**config.mk**
```make
export PLATFORM = sky130hd
export DESIGN_NAME = mult_writeback_unit
export DESIGN_NICKNAME = d
export VERILOG_FILES = /design/src/rtl/mult_pkg.sv /design/src/rtl/wb_result_fifo.sv /design/src/rtl/mult_writeback_unit.sv
export SDC_FILE = /design/constraint.sdc
export NUM_CORES = 1
export LEC_CHECK = 0
export BUFFER_PORTS_ARGS = -buffer_cell sky130_fd_sc_hd__buf_2
export CAP_MARGIN = 25
export CORE_MARGIN = 10
export CORE_UTILIZATION = 54
export CTS_CLUSTER_SIZE = 24
export DETAILED_ROUTE_END_ITERATION = 6
export MAX_ROUTING_LAYER = met4
export PLACE_DENSITY = 0.8
export SLEW_MARGIN = 20
export SYNTH_ARGS = -nofsm -noshare
export SYNTH_HDL_FRONTEND = slang
export SYNTH_SLANG_ARGS = --single-unit
```
**constraint.sdc**
```tcl
create_clock -name clock -period 3.33 [get_ports clock]
set_clock_uncertainty 0.15 [all_clocks]
set_input_delay 0.333 -clock clock [delete_from_list [all_inputs] [get_ports clock]]
set_output_delay 0.333 -clock clock [all_outputs]
set_load 0.1 [all_outputs]
```
**src/rtl/mult_pkg.sv**
```systemverilog
// Shared definitions for the multiplier write-back path: instruction field
// positions, exception redirect constants and the queued result entry type.
package mult_pkg;

  localparam int RD_MSB = 26;
  localparam int RD_LSB = 22;
  localparam int ADDR_W = 5;
  localparam int DATA_W = 32;

  localparam logic [ADDR_W-1:0] STATUS_REG = 5'd30;
  localparam logic [DATA_W-1:0] EXC_CODE   = 32'd1;

  typedef struct packed {
    logic [ADDR_W-1:0] addr;
    logic [DATA_W-1:0] data;
  } wb_entry_t;

  // Destination register of an instruction word; a bubble (all-zero word) yields r0.
  function automatic logic [ADDR_W-1:0] rd_of(input logic [DATA_W-1:0] ins);
    return (ins == '0) ? '0 : ins[RD_MSB:RD_LSB];
  endfunction

endpackage

```
**src/rtl/wb_result_fifo.sv**
```systemverilog
// Result queue between the multiplier and the register-file write port.
// Exposes every slot's address and valid bit so the top can hazard-check them.
module wb_result_fifo
  import mult_pkg::*;
#(
  parameter int DEPTH = 4
) (
  input  logic                          clock,
  input  logic                          reset_n,
  input  logic                          push,
  input  wb_entry_t                     push_entry,
  input  logic                          pop,
  output wb_entry_t                     head_entry,
  output logic                          full,
  output logic                          empty,
  output logic [$clog2(DEPTH):0]        count,
  output logic [DEPTH-1:0][ADDR_W-1:0]  entry_addr,
  output logic [DEPTH-1:0]              entry_valid
);

  localparam int PTR_W = $clog2(DEPTH);
  localparam int CNT_W = PTR_W + 1;

  wb_entry_t        mem [DEPTH];
  logic [PTR_W-1:0] wr_ptr;
  logic [PTR_W-1:0] rd_ptr;
  logic [DEPTH-1:0] valid;
  logic             do_push;
  logic             do_pop;

  assign full    = (count == CNT_W'(DEPTH));
  assign empty   = (count == '0);
  assign do_pop  = pop && !empty;
  // A push at full is only taken when the head leaves in the same cycle.
  assign do_push = push && (!full || do_pop);

  always_ff @(posedge clock or negedge reset_n) begin
    if (!reset_n) begin
      wr_ptr <= '0;
      rd_ptr <= '0;
      count  <= '0;
      valid  <= '0;
    end else begin
      // Clear before set so a simultaneous push/pop on the same slot at full keeps it valid.
      if (do_pop) begin
        rd_ptr        <= rd_ptr + PTR_W'(1);
        valid[rd_ptr] <= 1'b0;
      end
      if (do_push) begin
        wr_ptr        <= wr_ptr + PTR_W'(1);
        valid[wr_ptr] <= 1'b1;
      end
      case ({do_push, do_pop})
        2'b10:   count <= count + CNT_W'(1);
        2'b01:   count <= count - CNT_W'(1);
        default: count <= count;
      endcase
    end
  end

  always_ff @(posedge clock) begin
    if (do_push) mem[wr_ptr] <= push_entry;
  end

  assign head_entry  = mem[rd_ptr];
  assign entry_valid = valid;

  always_comb begin
    entry_addr = '0;
    for (int i = 0; i < DEPTH; i++) entry_addr[i] = mem[i].addr;
  end

endmodule

```
**src/rtl/mult_writeback_unit.sv**
```systemverilog
// Multiplier write-back: queues products, shares the RF write port with the
// main pipeline, redirects overflow to the status register, raises hazard stalls.
module mult_writeback_unit #(
  parameter int          DEPTH      = 4,
  parameter logic [4:0]  STATUS_REG = mult_pkg::STATUS_REG,
  parameter logic [31:0] EXC_CODE   = mult_pkg::EXC_CODE
) (
  input  logic        clock,
  input  logic        reset_n,
  input  logic [31:0] mult_result,
  input  logic        mult_exception,
  input  logic        mult_result_rdy,
  input  logic [31:0] mult_ins,
  input  logic [31:0] stage_ins_1,
  input  logic [31:0] stage_ins_2,
  input  logic [31:0] stage_ins_3,
  input  logic [4:0]  decode_rs,
  input  logic [4:0]  decode_rt,
  input  logic        wb_busy,
  output logic        rf_we,
  output logic [4:0]  rf_waddr,
  output logic [31:0] rf_wdata,
  output logic        stall_decode,
  output logic        stall_mult_issue,
  output logic        overflow_err
);

  import mult_pkg::*;

  localparam int CNT_W = $clog2(DEPTH) + 1;
  localparam int SUM_W = $clog2(DEPTH) + 3;

  logic [ADDR_W-1:0]             mult_rd_p0;
  logic                          push_req_p0;
  wb_entry_t                     push_entry_p0;
  logic                          bypass_p0;
  logic                          pop_p0;
  logic                          fifo_push_p0;
  wb_entry_t                     head_entry;
  logic                          fifo_full;
  logic                          fifo_empty;
  logic [CNT_W-1:0]              fifo_count;
  logic [DEPTH-1:0][ADDR_W-1:0]  fifo_addr;
  logic [DEPTH-1:0]              fifo_valid;
  logic [2:0]                    inflight;
  logic [SUM_W-1:0]              demand;

  // Stage p0: classify the arriving product and pick the write-port source.
  assign mult_rd_p0  = rd_of(mult_ins);
  assign push_req_p0 = mult_result_rdy && (mult_exception || (mult_rd_p0 != '0));

  always_comb begin
    push_entry_p0.addr = mult_rd_p0;
    push_entry_p0.data = mult_result;
    if (mult_exception) begin
      push_entry_p0.addr = STATUS_REG;
      push_entry_p0.data = EXC_CODE;
    end
  end

  assign pop_p0       = !wb_busy && !fifo_empty;
  assign bypass_p0    = !wb_busy && fifo_empty && push_req_p0;
  assign fifo_push_p0 = push_req_p0 && !bypass_p0;

  wb_result_fifo #(
    .DEPTH (DEPTH)
  ) u_fifo (
    .clock       (clock),
    .reset_n     (reset_n),
    .push        (fifo_push_p0),
    .push_entry  (push_entry_p0),
    .pop         (pop_p0),
    .head_entry  (head_entry),
    .full        (fifo_full),
    .empty       (fifo_empty),
    .count       (fifo_count),
    .entry_addr  (fifo_addr),
    .entry_valid (fifo_valid)
  );

  // Stage p1: registered RF write port and sticky drop flag.
  always_ff @(posedge clock or negedge reset_n) begin
    if (!reset_n) begin
      rf_we        <= 1'b0;
      rf_waddr     <= '0;
      rf_wdata     <= '0;
      overflow_err <= 1'b0;
    end else begin
      rf_we <= pop_p0 || bypass_p0;
      if (pop_p0) begin
        rf_waddr <= head_entry.addr;
        rf_wdata <= head_entry.data;
      end else if (bypass_p0) begin
        rf_waddr <= push_entry_p0.addr;
        rf_wdata <= push_entry_p0.data;
      end
      if (fifo_push_p0 && fifo_full && !pop_p0) overflow_err <= 1'b1;
    end
  end

  function automatic logic reads_reg(input logic [ADDR_W-1:0] dst,
                                     input logic [ADDR_W-1:0] rs,
                                     input logic [ADDR_W-1:0] rt);
    return (dst != '0) && ((dst == rs) || (dst == rt));
  endfunction

  always_comb begin
    stall_decode = 1'b0;
    if (reads_reg(rd_of(stage_ins_1), decode_rs, decode_rt)) stall_decode = 1'b1;
    if (reads_reg(rd_of(stage_ins_2), decode_rs, decode_rt)) stall_decode = 1'b1;
    if (reads_reg(rd_of(stage_ins_3), decode_rs, decode_rt)) stall_decode = 1'b1;
    if (mult_result_rdy && reads_reg(mult_rd_p0, decode_rs, decode_rt)) stall_decode = 1'b1;
    for (int i = 0; i < DEPTH; i++) begin
      if (fifo_valid[i] && reads_reg(fifo_addr[i], decode_rs, decode_rt)) stall_decode = 1'b1;
    end
    // The RF is not write-through, so a write issued last edge is still invisible.
    if (rf_we && reads_reg(rf_waddr, decode_rs, decode_rt)) stall_decode = 1'b1;
  end

  // Every product already in the pipe must still find a slot when it arrives.
  assign inflight = 3'(stage_ins_1 != '0) + 3'(stage_ins_2 != '0)
                  + 3'(stage_ins_3 != '0) + 3'(mult_result_rdy);
  assign demand           = SUM_W'(fifo_count) + SUM_W'(inflight);
  assign stall_mult_issue = (demand >= SUM_W'(DEPTH));

endmodule
```
==> results by group <==
Die
  – Initial core utilization: 0.5463
  – Top-Level Pins: 216
  – Area inside the core boundary: 17120 µm²
  – Height of the die: 151.6 µm
  – Die outline width: 151.6 µm
  – Floorplan die area: 22980 µm²
  – Number of placement rows: between 40 and 50

Logic synthesis
  – Top-count cell post-synth: sky130_fd_sc_hd__edfxtp_1
  – Fraction of synthesis flops using an asynchronous set or reset pin: 0.2525
  – Count of state elements after synthesis: 198
  – Yosys Warn Count: 0
  – Top area cells in the synthesized netlist: sky130_fd_sc_hd__edfxtp_1 48%, sky130_fd_sc_hd__dfrtp_1 13%, sky130_fd_sc_hd__mux4_2 8.9%
  – Register area share after synthesis: 0.6091
  – Synthesized area per cell: roughly 14 µm²
  – EDFF count, synth: 148
  – Mapped Cells: roughly 660
  – Cell accounting for the most synthesized area: sky130_fd_sc_hd__edfxtp_1
  – Post-synth net total: about 850
  – Total standard cell area after synthesis: 9350 µm²
  – Fraction of post-synthesis cell area in the top cell type by area: 0.4753
  – Post-synth top cells: 148 x sky130_fd_sc_hd__edfxtp_1, 79 x sky130_fd_sc_hd__nor2_1, 53 x sky130_fd_sc_hd__xnor2_1
  – Primary flip-flop cell chosen by synthesis mapping: sky130_fd_sc_hd__edfxtp_1
  – Post-synth cell types: 41

GRT
  – Largest net degree at the start of global routing: 42
  – Global routing usage on met3: 0.04960
  – Initial antenna violation count: 2
  – Final global-route overflow total: 0
  – Met2 usage: 0.3553
  – GRT busiest layer: met2
  – Wire length of the first global-routing pass: 35930 µm
  – Met1 Usage GRT: 0.2463
  – Vias in the first global route: approximately 6500
  – GRT Total Usage: 0.2132

CTS
  – Number of clock buffers inserted by TritonCTS: 17
  – CTS Root Buffer Type: sky130_fd_sc_hd__clkbuf_16
  – TritonCTS clock tree: built
  – Clock slew seen by the registers of the worst setup and hold paths: 0.07 ns
  – CTS Buffer Depth: 2
  – CTS sink count: 198
  – Number of H-tree branching levels: 4
  – Later-pin clock latency in the skew report: between 0.4 and 0.5 ns
  – Buffers inserted during post-CTS setup optimization: 0

Timing
  – Final Hold Viols: 0
  – Final setup fails: 0
  – Achievable frequency: 318.5 MHz
  – Time the worst path needs with I/O delays and setup: 3.139 ns
  – Post-route setup TNS: 0 ns
  – Final period util: 0.9428
  – Max_slew headroom: 0.3242
  – Setup repair after global routing missed its margin: no
  – Final count of pins violating max slew: 0
  – Worst-Margin Slew: around 1.0 ns

Detailed routing
  – Wirelength per Cell: between 20 and 25 µm
  – Initial DRC count: 431
  – Vias: 6186
  – Routed wire length: 23780 µm
  – Post-DR vias/cell: between 5 and 6
  – Number of antenna-violating nets in the routed design: 0
  – Post-detailed-route DRC marker count: 0
  – Drt first pass iters: 4

Worst setup path
  – Cells on worst reg2reg path: 3
  – Critical Path Source Type: input pin
  – Critical path's slowest cell: sky130_fd_sc_hd__fa_1
  – Chain of cells forming the critical path: buf_2 > nor4_1 > nand4_1 > or3_1 > fa_1 > ha_1 > o31a_1 > o21ai_0 > nand2_1 > buf_12
  – Maximum fanout along the worst path: 1
  – Required time of the critical path: between 2 and 3 ns
  – Crit path capture type: output pin
  – Crit path arrival time: 2.66 ns
  – Worst reg2reg path startpoint: u_fifo.count[2]
  – CP top delay family: simple AND/OR/NAND/NOR gates
  – Endpoint of the worst-slack reg-to-reg timing path: u_fifo.mem[1][12]
  – FF-to-FF setup slack: 0.69 ns
  – Startpoint-to-endpoint class of the critical path: in2out
  – Worst path bufs/invs: 2
  – Slowest stage delay, CP: 0.48 ns

Power and ir drop
  – Clock power share: 0.204
  – Part of the power in registers: 0.376
  – LEAKAGE: roughly 4.2 nW
  – Internal Power: 5.762 mW
  – Power density over cell area: 910.2 nW/µm²
  – NetSw: 4.376 mW
  – Combinational fraction of design power: 0.420
  – Peak supply drop: 1.327 mV
  – Switching portion of total power: 0.4316

Placed design
  – Placed Instance Area: 10470 µm²
  – Routability Congestion: slightly below 1
  – Sum of net half-perimeters after detailed placement: 16860 µm
  – Quantity of I/O buffers inserted on ports: 188

Layout
  – Number of nets in the final layout: 1031
  – Synth-to-layout area growth: 19.12%
  – Fraction of final layout cells sized beyond drive strength 1: 0.3645
  – Final Cell Area: 11140 µm²

Hold path
  – End point of the worst hold path: u_fifo.mem[1][0]
  – Source of the worst hold timing path: mult_result[0]
  – WHS Path Cells: 2
  – Class of the tightest hold or removal check: in2reg

Outcome
  – Run status: finished, final reports clean

Flow run
  – Maximum Capacitance Violations: 0
per-stage QoR:
stage | power (mW) | utilization | setup slack [ns] | hold slack (ns) | std cells
floorplan | 7.161 | - | 0.2168 | -0.1126 | 658
global placement | 8.031 | 0.6102 | 0.1657 | 0.1759 | 1045
detailed placement | 8.132 | 0.6118 | 0.1122 | 0.1820 | 1046
CTS | 10.21 | 0.6477 | 0.1074 | 0.04936 | 1079
global route | 10.63 | 0.6507 | 0.01105 | 0.07517 | 1083
finish | 10.14 | 0.6507 | 0.1905 | 0.07980 | 1083
how the worst max path moves through the flow:
stage | start | endpoint | slack, ns | cells past startpoint
after floorplan | stage_ins_3[7] | stall_mult_issue | 0.22 | 8
final | stage_ins_3[7] | stall_mult_issue | 0.19 | 10
after global routing | stage_ins_3[7] | stall_mult_issue | 0.01 | 10
after detailed placement | stage_ins_3[1] | stall_mult_issue | 0.11 | 10
after global placement | stage_ins_3[3] | stall_mult_issue | 0.17 | 10
after CTS | stage_ins_3[1] | stall_mult_issue | 0.11 | 10
per-layer routing:
| layer | vias to the layer above | share of wire |
|---|---|---|
| met4 | 0 | 0.022 |
| met3 | 48 | 0.077 |
| met1 | 3042 | 0.39 |
| li1 | 2836 | - |
| met5 | - | 0 |
| met2 | 260 | 0.51 |
cells by family (layout without fill, tap and decap cells):
| group | Yosys count | in the layout | synth area share |
|---|---|---|---|
| XOR/XNOR | 96 | 96 | 0.08992 |
| other | 0 | 2 | 0 |
| AND/OR/NAND/NOR | 208 | 208 | 0.1184 |
| flip-flops | 198 | 198 | 0.6091 |
| AO/OA/AOI/OAI | 62 | 62 | 0.04456 |
| multiplexers | 38 | 38 | 0.09019 |
| buffers and inverters | 43 | 241 | 0.02877 |
| adder cells (fa/ha/maj) | 13 | 13 | 0.01900 |
timing repair:
| item | CTS | global route |
|---|---|---|
| hold endpoints to repair | 21 | 0 |
| hold buffers | 1 | 0 |
| endpoints found under the setup margin | 0 | 1 |
| resized for setup | 0 | 1 |
final cells by class:
class | count | area, µm²
clock inverters | 14 | 166.4
multi-input cells | 417 | 3408
repair buffers | 200 | 1106
flip-flops and latches | 198 | 5698
inverters | 9 | 33.78
clock buffers | 18 | 439.2
well taps | 225 | 281.5
diodes | 2 | 5.005
fillers | 1311 | 5978
flip-flops by register name, summed over array words and instances, names as in the netlist:
register,cells
rf_we,1
u_fifo.entry_valid,4
u_fifo.count,3
u_fifo.rd_ptr,2
u_fifo.wr_ptr,2
overflow_err,1
rf_wdata,32
u_fifo.mem,148
rf_waddr,5
power groups by stage:
stage / Sequential [mW] / Combinational [mW] / Clock (mW)
6_report: 3.81 / 4.26 / 2.07
5_1_grt: 3.89 / 4.53 / 2.20
4_1_cts: 3.82 / 4.28 / 2.10
3_5_place_dp: 3.87 / 4.27 / 0
3_3_place_gp: 3.83 / 4.20 / 0
2_1_floorplan: 5.35 / 1.81 / 0
placed cells by master (no fill, tap or decap), types with 4 or more instances in the layout:
cell / n
sky130_fd_sc_hd__inv_1: 8
sky130_fd_sc_hd__or2_2: 6
sky130_fd_sc_hd__clkinvlp_4: 5
sky130_fd_sc_hd__clkbuf_16: 17
sky130_fd_sc_hd__and2b_2: 27
sky130_fd_sc_hd__buf_4: 7
sky130_fd_sc_hd__nor3_1: 26
sky130_fd_sc_hd__o21ai_0: 8
sky130_fd_sc_hd__dfrtp_1: 48
sky130_fd_sc_hd__mux4_2: 37
sky130_fd_sc_hd__nor2_1: 79
sky130_fd_sc_hd__xor2_1: 43
sky130_fd_sc_hd__buf_12: 4
sky130_fd_sc_hd__o22ai_1: 35
sky130_fd_sc_hd__edfxtp_1: 148
sky130_fd_sc_hd__or4_1: 5
sky130_fd_sc_hd__a21o_1: 4
sky130_fd_sc_hd__ha_1: 11
sky130_fd_sc_hd__nor4_1: 17
sky130_fd_sc_hd__nor2b_1: 4
sky130_fd_sc_hd__nand4_1: 6
sky130_fd_sc_hd__nand2_1: 10
sky130_fd_sc_hd__nand3_1: 17
sky130_fd_sc_hd__xnor2_1: 53
sky130_fd_sc_hd__and2_2: 4
sky130_fd_sc_hd__buf_2: 187
Power figures use the tool's default switching activity.
